**src/rtl/bp_pkg.sv**
```systemverilog
// Shared helpers for the branch history table: counter reset value, saturating
// counter step and table index hashing.
package bp_pkg;

    localparam int unsigned MAX_W = 64;

    typedef logic [MAX_W-1:0] bp_word_t;

    // Weakly not-taken: 2^(ctr_bits-1)-1, which collapses to 0 for 1-bit counters.
    function automatic bp_word_t ctr_init(input int unsigned ctr_bits);
        return (bp_word_t'(1) << (ctr_bits - 1)) - bp_word_t'(1);
    endfunction

    function automatic bp_word_t sat_ctr_next(
        input bp_word_t    ctr,
        input logic        taken,
        input int unsigned ctr_bits
    );
        bp_word_t ctr_max;
        bp_word_t result;
        ctr_max = (bp_word_t'(1) << ctr_bits) - bp_word_t'(1);
        result  = ctr;
        if (taken) begin
            if (ctr != ctr_max) begin
                result = ctr + bp_word_t'(1);
            end
        end else begin
            if (ctr != '0) begin
                result = ctr - bp_word_t'(1);
            end
        end
        return result;
    endfunction

    // PC slice XOR zero-extended global history, masked to the table size.
    function automatic bp_word_t bp_idx(
        input bp_word_t    pc,
        input bp_word_t    ghr,
        input int unsigned pc_lsb,
        input int unsigned idx_bits
    );
        bp_word_t mask;
        mask = (bp_word_t'(1) << idx_bits) - bp_word_t'(1);
        return ((pc >> pc_lsb) ^ ghr) & mask;
    endfunction

endpackage

```
**src/rtl/bp_sat_stat_counter.sv**
```systemverilog
// Saturating event counter: counts up on i_inc and sticks at all-ones.
module bp_sat_stat_counter #(
    parameter int unsigned STAT_BITS = 16
) (
    input  logic                 clk,
    input  logic                 rst,
    input  logic                 i_inc,
    output logic [STAT_BITS-1:0] o_count
);

    logic [STAT_BITS-1:0] r_count;

    always_ff @(posedge clk or posedge rst) begin
        if (rst) begin
            r_count <= '0;
        end else if (i_inc && (r_count != '1)) begin
            r_count <= r_count + STAT_BITS'(1);
        end
    end

    assign o_count = r_count;

endmodule

```
**src/rtl/branch_predictor_bht.sv**
```systemverilog
// Branch history table of saturating counters with optional gshare indexing,
// a registered predict port, a retire-time update port and accuracy statistics.
module branch_predictor_bht
    import bp_pkg::*;
#(
    parameter  int unsigned ENTRIES   = 64,
    parameter  int unsigned CTR_BITS  = 2,
    parameter  int unsigned PC_BITS   = 32,
    parameter  int unsigned PC_LSB    = 2,
    parameter  int unsigned GHR_BITS  = 0,
    parameter  int unsigned STAT_BITS = 16,
    localparam int unsigned IDX_BITS  = $clog2(ENTRIES)
) (
    input  logic                 clk,
    input  logic                 rst,
    input  logic                 i_pred_valid,
    input  logic [PC_BITS-1:0]   i_pred_pc,
    output logic                 o_pred_out_valid,
    output logic                 o_pred_taken,
    output logic [IDX_BITS-1:0]  o_pred_idx,
    input  logic                 i_upd_valid,
    input  logic [IDX_BITS-1:0]  i_upd_idx,
    input  logic                 i_upd_taken,
    output logic [STAT_BITS-1:0] o_stat_updates,
    output logic [STAT_BITS-1:0] o_stat_mispredicts
);

    localparam int unsigned GHR_W = (GHR_BITS == 0) ? 1 : GHR_BITS;
    localparam logic [CTR_BITS-1:0] CTR_INIT = CTR_BITS'(ctr_init(CTR_BITS));

    logic [CTR_BITS-1:0] r_table [ENTRIES];
    logic                r_pred_valid;
    logic                r_pred_taken;
    logic [IDX_BITS-1:0] r_pred_idx;

    logic [GHR_W-1:0]    w_ghr;
    logic [IDX_BITS-1:0] w_pred_idx;
    logic [CTR_BITS-1:0] w_pred_ctr;
    logic [CTR_BITS-1:0] w_upd_ctr_old;
    logic [CTR_BITS-1:0] w_upd_ctr_next;
    logic                w_mispredict;

    // History only advances on resolved branches, so prediction never sees wrong-path outcomes.
    generate
        if (GHR_BITS == 0) begin : g_bimodal
            assign w_ghr = '0;
        end else begin : g_gshare
            logic [GHR_W-1:0] r_ghr;

            always_ff @(posedge clk or posedge rst) begin
                if (rst) begin
                    r_ghr <= '0;
                end else if (i_upd_valid) begin
                    r_ghr <= GHR_W'({r_ghr, i_upd_taken});
                end
            end

            assign w_ghr = r_ghr;
        end
    endgenerate

    assign w_pred_idx = IDX_BITS'(bp_idx(bp_word_t'(i_pred_pc), bp_word_t'(w_ghr),
                                         PC_LSB, IDX_BITS));

    assign w_upd_ctr_old  = r_table[i_upd_idx];
    assign w_upd_ctr_next = CTR_BITS'(sat_ctr_next(bp_word_t'(w_upd_ctr_old),
                                                   i_upd_taken, CTR_BITS));
    assign w_mispredict   = w_upd_ctr_old[CTR_BITS-1] != i_upd_taken;

    // Same-index update in this cycle is forwarded so the prediction sees the new count.
    assign w_pred_ctr = (i_upd_valid && (i_upd_idx == w_pred_idx)) ? w_upd_ctr_next
                                                                   : r_table[w_pred_idx];

    always_ff @(posedge clk or posedge rst) begin
        if (rst) begin
            for (int unsigned i = 0; i < ENTRIES; i++) begin
                r_table[IDX_BITS'(i)] <= CTR_INIT;
            end
        end else if (i_upd_valid) begin
            r_table[i_upd_idx] <= w_upd_ctr_next;
        end
    end

    always_ff @(posedge clk or posedge rst) begin
        if (rst) begin
            r_pred_valid <= 1'b0;
            r_pred_taken <= 1'b0;
            r_pred_idx   <= '0;
        end else begin
            r_pred_valid <= i_pred_valid;
            if (i_pred_valid) begin
                r_pred_taken <= w_pred_ctr[CTR_BITS-1];
                r_pred_idx   <= w_pred_idx;
            end
        end
    end

    assign o_pred_out_valid = r_pred_valid;
    assign o_pred_taken     = r_pred_taken;
    assign o_pred_idx       = r_pred_idx;

    bp_sat_stat_counter #(
        .STAT_BITS (STAT_BITS)
    ) u_stat_updates (
        .clk     (clk),
        .rst     (rst),
        .i_inc   (i_upd_valid),
        .o_count (o_stat_updates)
    );

    bp_sat_stat_counter #(
        .STAT_BITS (STAT_BITS)
    ) u_stat_mispredicts (
        .clk     (clk),
        .rst     (rst),
        .i_inc   (i_upd_valid && w_mispredict),
        .o_count (o_stat_mispredicts)
    );

endmodule
```
**config.mk**
```make
export PLATFORM = sky130hd
export DESIGN_NAME = branch_predictor_bht
export DESIGN_NICKNAME = d
export VERILOG_FILES = /design/src/rtl/bp_pkg.sv /design/src/rtl/bp_sat_stat_counter.sv /design/src/rtl/branch_predictor_bht.sv
export SDC_FILE = /design/constraint.sdc
export NUM_CORES = 1
export LEC_CHECK = 0
export ABC_CLOCK_PERIOD_IN_PS = 3350
export BUFFER_PORTS_ARGS = -buffer_cell sky130_fd_sc_hd__buf_4
export CAP_MARGIN = 20
export CORE_ASPECT_RATIO = 0.8
export CORE_MARGIN = 3
export CORE_UTILIZATION = 25
export CTS_BUF_LIST = sky130_fd_sc_hd__clkbuf_8 sky130_fd_sc_hd__clkbuf_16
export CTS_CLUSTER_DIAMETER = 40
export DETAILED_ROUTE_END_ITERATION = 8
export GPL_ROUTABILITY_DRIVEN = 0
export PLACE_DENSITY = 0.44
export SLEW_MARGIN = 20
export SYNTH_ARGS = -nofsm -noshare
export SYNTH_HDL_FRONTEND = slang
export SYNTH_HIERARCHICAL = 1
export SYNTH_SLANG_ARGS = --single-unit
```
**constraint.sdc**
```tcl
create_clock -name clk -period 3.35 [get_ports clk]
set_input_delay 0.1675 -clock clk [delete_from_list [all_inputs] [get_ports clk]]
set_output_delay 0.1675 -clock clk [all_outputs]
set_load 0.05 [all_outputs]
```
==> results.txt <==
die area - 37600 um2
initial antenna violation count - 0
RSZ-0062 raised after global routing - false
TritonCTS buffer count - 17
IO buf count - 56
Synth Area in Adders - 0.595%
first-pass GRT wire length - 39600 um
Power, Total - 6230 uW
Critical Path Start Type - flop
final-report max-slew violation count - 0
Filler Cells Inserted - 3546
post-CTS setup buffer count - 0
largest area contributor in the netlist - dfrtp_1
Final HPWL DP - 17900 um
# clock sinks - 168
distinct cell type count after synthesis - 62
Antenna Cells - 0
post-synthesis compound-gate area fraction - 7.07%
Req. time, crit path - 3.67 ns
Layout Skew - 0.0133 ns
Tightest Pin Transition - 0.675 ns
Yosys top cell area share - 29.5%
Crit Path Class - flop to flop
CTS clk-pin slew, worst paths - 0.07 ns
most area-consuming cells after synthesis - dfrtp_1 (29%), dfstp_2 (19%), mux4_2 (9.9%), mux2_2 (9.8%), nand2_1 (4.4%)
max cap viols - 0
Final Setup Violations - 0
Highest Clock Rate - 318 MHz
cell area after synthesis - 8830 um2
# hold bufs at CTS - 2
Clock Latency Late Sink - 0.44 ns
outcome - finished clean
Core Area - 34200 um2
fin crit share - 93.9%
number of synthesized register bits - 168
max_slew headroom - 54.9%
Die Span X - 216 um
Starting DRT DRC Count - 432
Leak - 0.00432 uW
pwr dens - 592 nW/um2
sequential fraction of the synthesis area - 48.5%
PnR worst setup slack - 0.206 ns
P&R area growth vs syn - 19.1%
simple-gate share of the synthesized area - 15.7%
worst ir drop on vdd - 0.332 mV
maximum clock path buffer count - 2
gr ovfl total - 0
total length of routed wires - 25400 um
Hold Path Class - primary input to flop
Critical Path End - u_stat_mispredicts/o_count[14]$_DFFE_PP0P_
fraction of layout cells with a size suffix above 1 - 37.9%
CP endpoint kind - flop
Async SR Flop Fraction - 100%
ys flop type - dfrtp_1
Vias - 6280
antenna viol nets, final - 0
Initial Utilization - 25.8%
fin nets - 880
# IOs - 83
WP data arrival - 3.46 ns
Design Area, Final - 10500 um2
WL/cell - 19.3 um
minimum clock period - 3.14 ns
H-tree depth - 4
most frequent cells in the layout - nand2_1 (104), dfrtp_1 (104), buf_4 (82)
DRC viols - 0
reg-to-reg slack, setup - 0.21 ns
reg2reg end - u_stat_mispredicts/o_count[14]$_DFFE_PP0P_
mux contribution to synthesized area - 22.1%
CTS tree - done
path depth of the worst reg2reg path - 11
critical path startpoint - r_table[55]$_DFFE_PP0P_
Net Count, Synth - 810
drt pass-1 iters - 5
setup TNS - 0 ns
main combinational cell family by area after synthesis - multiplexers
die height - 174 um
Post-Synth XOR/XNOR Area - 2.88%
Final Hold Fails - 0
worst r2r src - r_table[55]$_DFFE_PP0P_
vias per cell - 4.78
CTS resizes - 0
Post-Synthesis Cells - 765
gr usage total - 13.8%
worst slack, placed - 0.138 ns
crit path max fanout - 3
Post-synth EDFFs - 0
post-synthesis average cell area - 11.5 um2
FP Rows - 60
Synth Warn # - 6
clock root cell - clkbuf_16
area post-placement - 9930 um2
vias in the first global route - 6104
largest net degree at the start of global routing - 69
[sequential cells by signal, summed over array words and instances, names as in the netlist]
signal	count
o_pred_taken	1
u_stat_updates/o_count	16
r_table	128
o_pred_idx	6
u_stat_mispredicts/o_count	16
o_pred_out_valid	1
[stage by stage]
step           hold slack [ns]  util, %  std cells
6_report                0.0295     30.7       1313
5_1_grt                 0.0193     30.7       1313
4_1_cts                0.00588     30.7       1313
3_5_place_dp             0.325     29.0       1279
3_3_place_gp             0.317     29.0       1279
2_1_floorplan           0.0812        -        765
[cells in the mapped netlist, types with 3 or more instances]
library cell	number
and4_1	7
mux2i_1	16
o21ai_0	10
or3_1	3
a21oi_1	29
nand2_1	104
dfstp_2	64
nor3_1	4
dfrtp_1	104
clkbuf_1	12
nor2b_1	8
mux2_2	77
a22oi_1	3
o21ai_1	36
mux2_1	4
buf_6	9
nand2b_1	5
and3_1	12
buf_4	3
a221oi_1	7
nand4_1	15
mux4_2	39
nand3_1	20
buf_2	14
inv_1	6
xor2_1	3
and2_1	5
nor2_1	67
o22ai_1	4
xnor2_1	26
[final cells by class]
type | instances | area, um2 | area share [%]
clock buffers | 19 | 453 | 4.31
repair buffers | 91 | 776 | 7.37
inverters | 8 | 33.8 | 0.321
flip-flops and latches | 168 | 4280 | 40.7
clock inverters | 13 | 121 | 1.15
well taps | 465 | 582 | 5.53
multi-input cells | 549 | 4270 | 40.6
[per-layer routing]
metal  routed length, um  global-route usage (%)
met4                 284                    3.36
met2               10900                    19.5
met1               13000                    21.3
met5                   0                       0
met3                1170                    2.71
[worst min-delay path by stage]
stage / from / end / slack [ns] / depth (start not counted)
global placement: rst / o_pred_idx[5]$_DFFE_PP0P_ / 0.32 / 2
detailed placement: rst / o_pred_idx[5]$_DFFE_PP0P_ / 0.32 / 2
CTS: i_pred_pc[6] / o_pred_idx[4]$_DFFE_PP0P_ / 0.006 / 2
global route: i_pred_pc[6] / o_pred_idx[4]$_DFFE_PP0P_ / 0.02 / 2
finish: i_pred_pc[6] / o_pred_idx[4]$_DFFE_PP0P_ / 0.03 / 2
floorplan: rst / u_stat_mispredicts/o_count[0]$_DFFE_PP0P_ / 0.08 / 1
[critical path, stage by stage (launching register included)]
cell and delay [ns]:
dfrtp_1 0.43, mux4_2 0.47, mux2i_1 0.22, o221ai_1 0.13, and4bb_1 0.33, and4_1 0.23
xnor2_1 0.16, and2_1 0.23, and4_1 0.24, nand3_1 0.13, nor2_1 0.14, mux2_2 0.34
[power breakdown]
group / switching [uW] / leakage, uW / internal [uW] / total, uW
clock network: 871 / 0.000274 / 1070 / 1940
logic: 867 / 0.00201 / 637 / 1500
registers: 318 / 0.00203 / 2460 / 2780
total: 2060 / 0.00432 / 4170 / 6230
[cells by family after synthesis]
kind of cell               after synthesis
AOI/OAI and AO/OA                      106
buffers and inverters                   48
adders and majority gates                4
DFF                                    168
and+or+nand+nor                        274
xor gates and xnor gates                29
muxes                                  136
No activity file was read; power rests on OpenSTA's default activity.
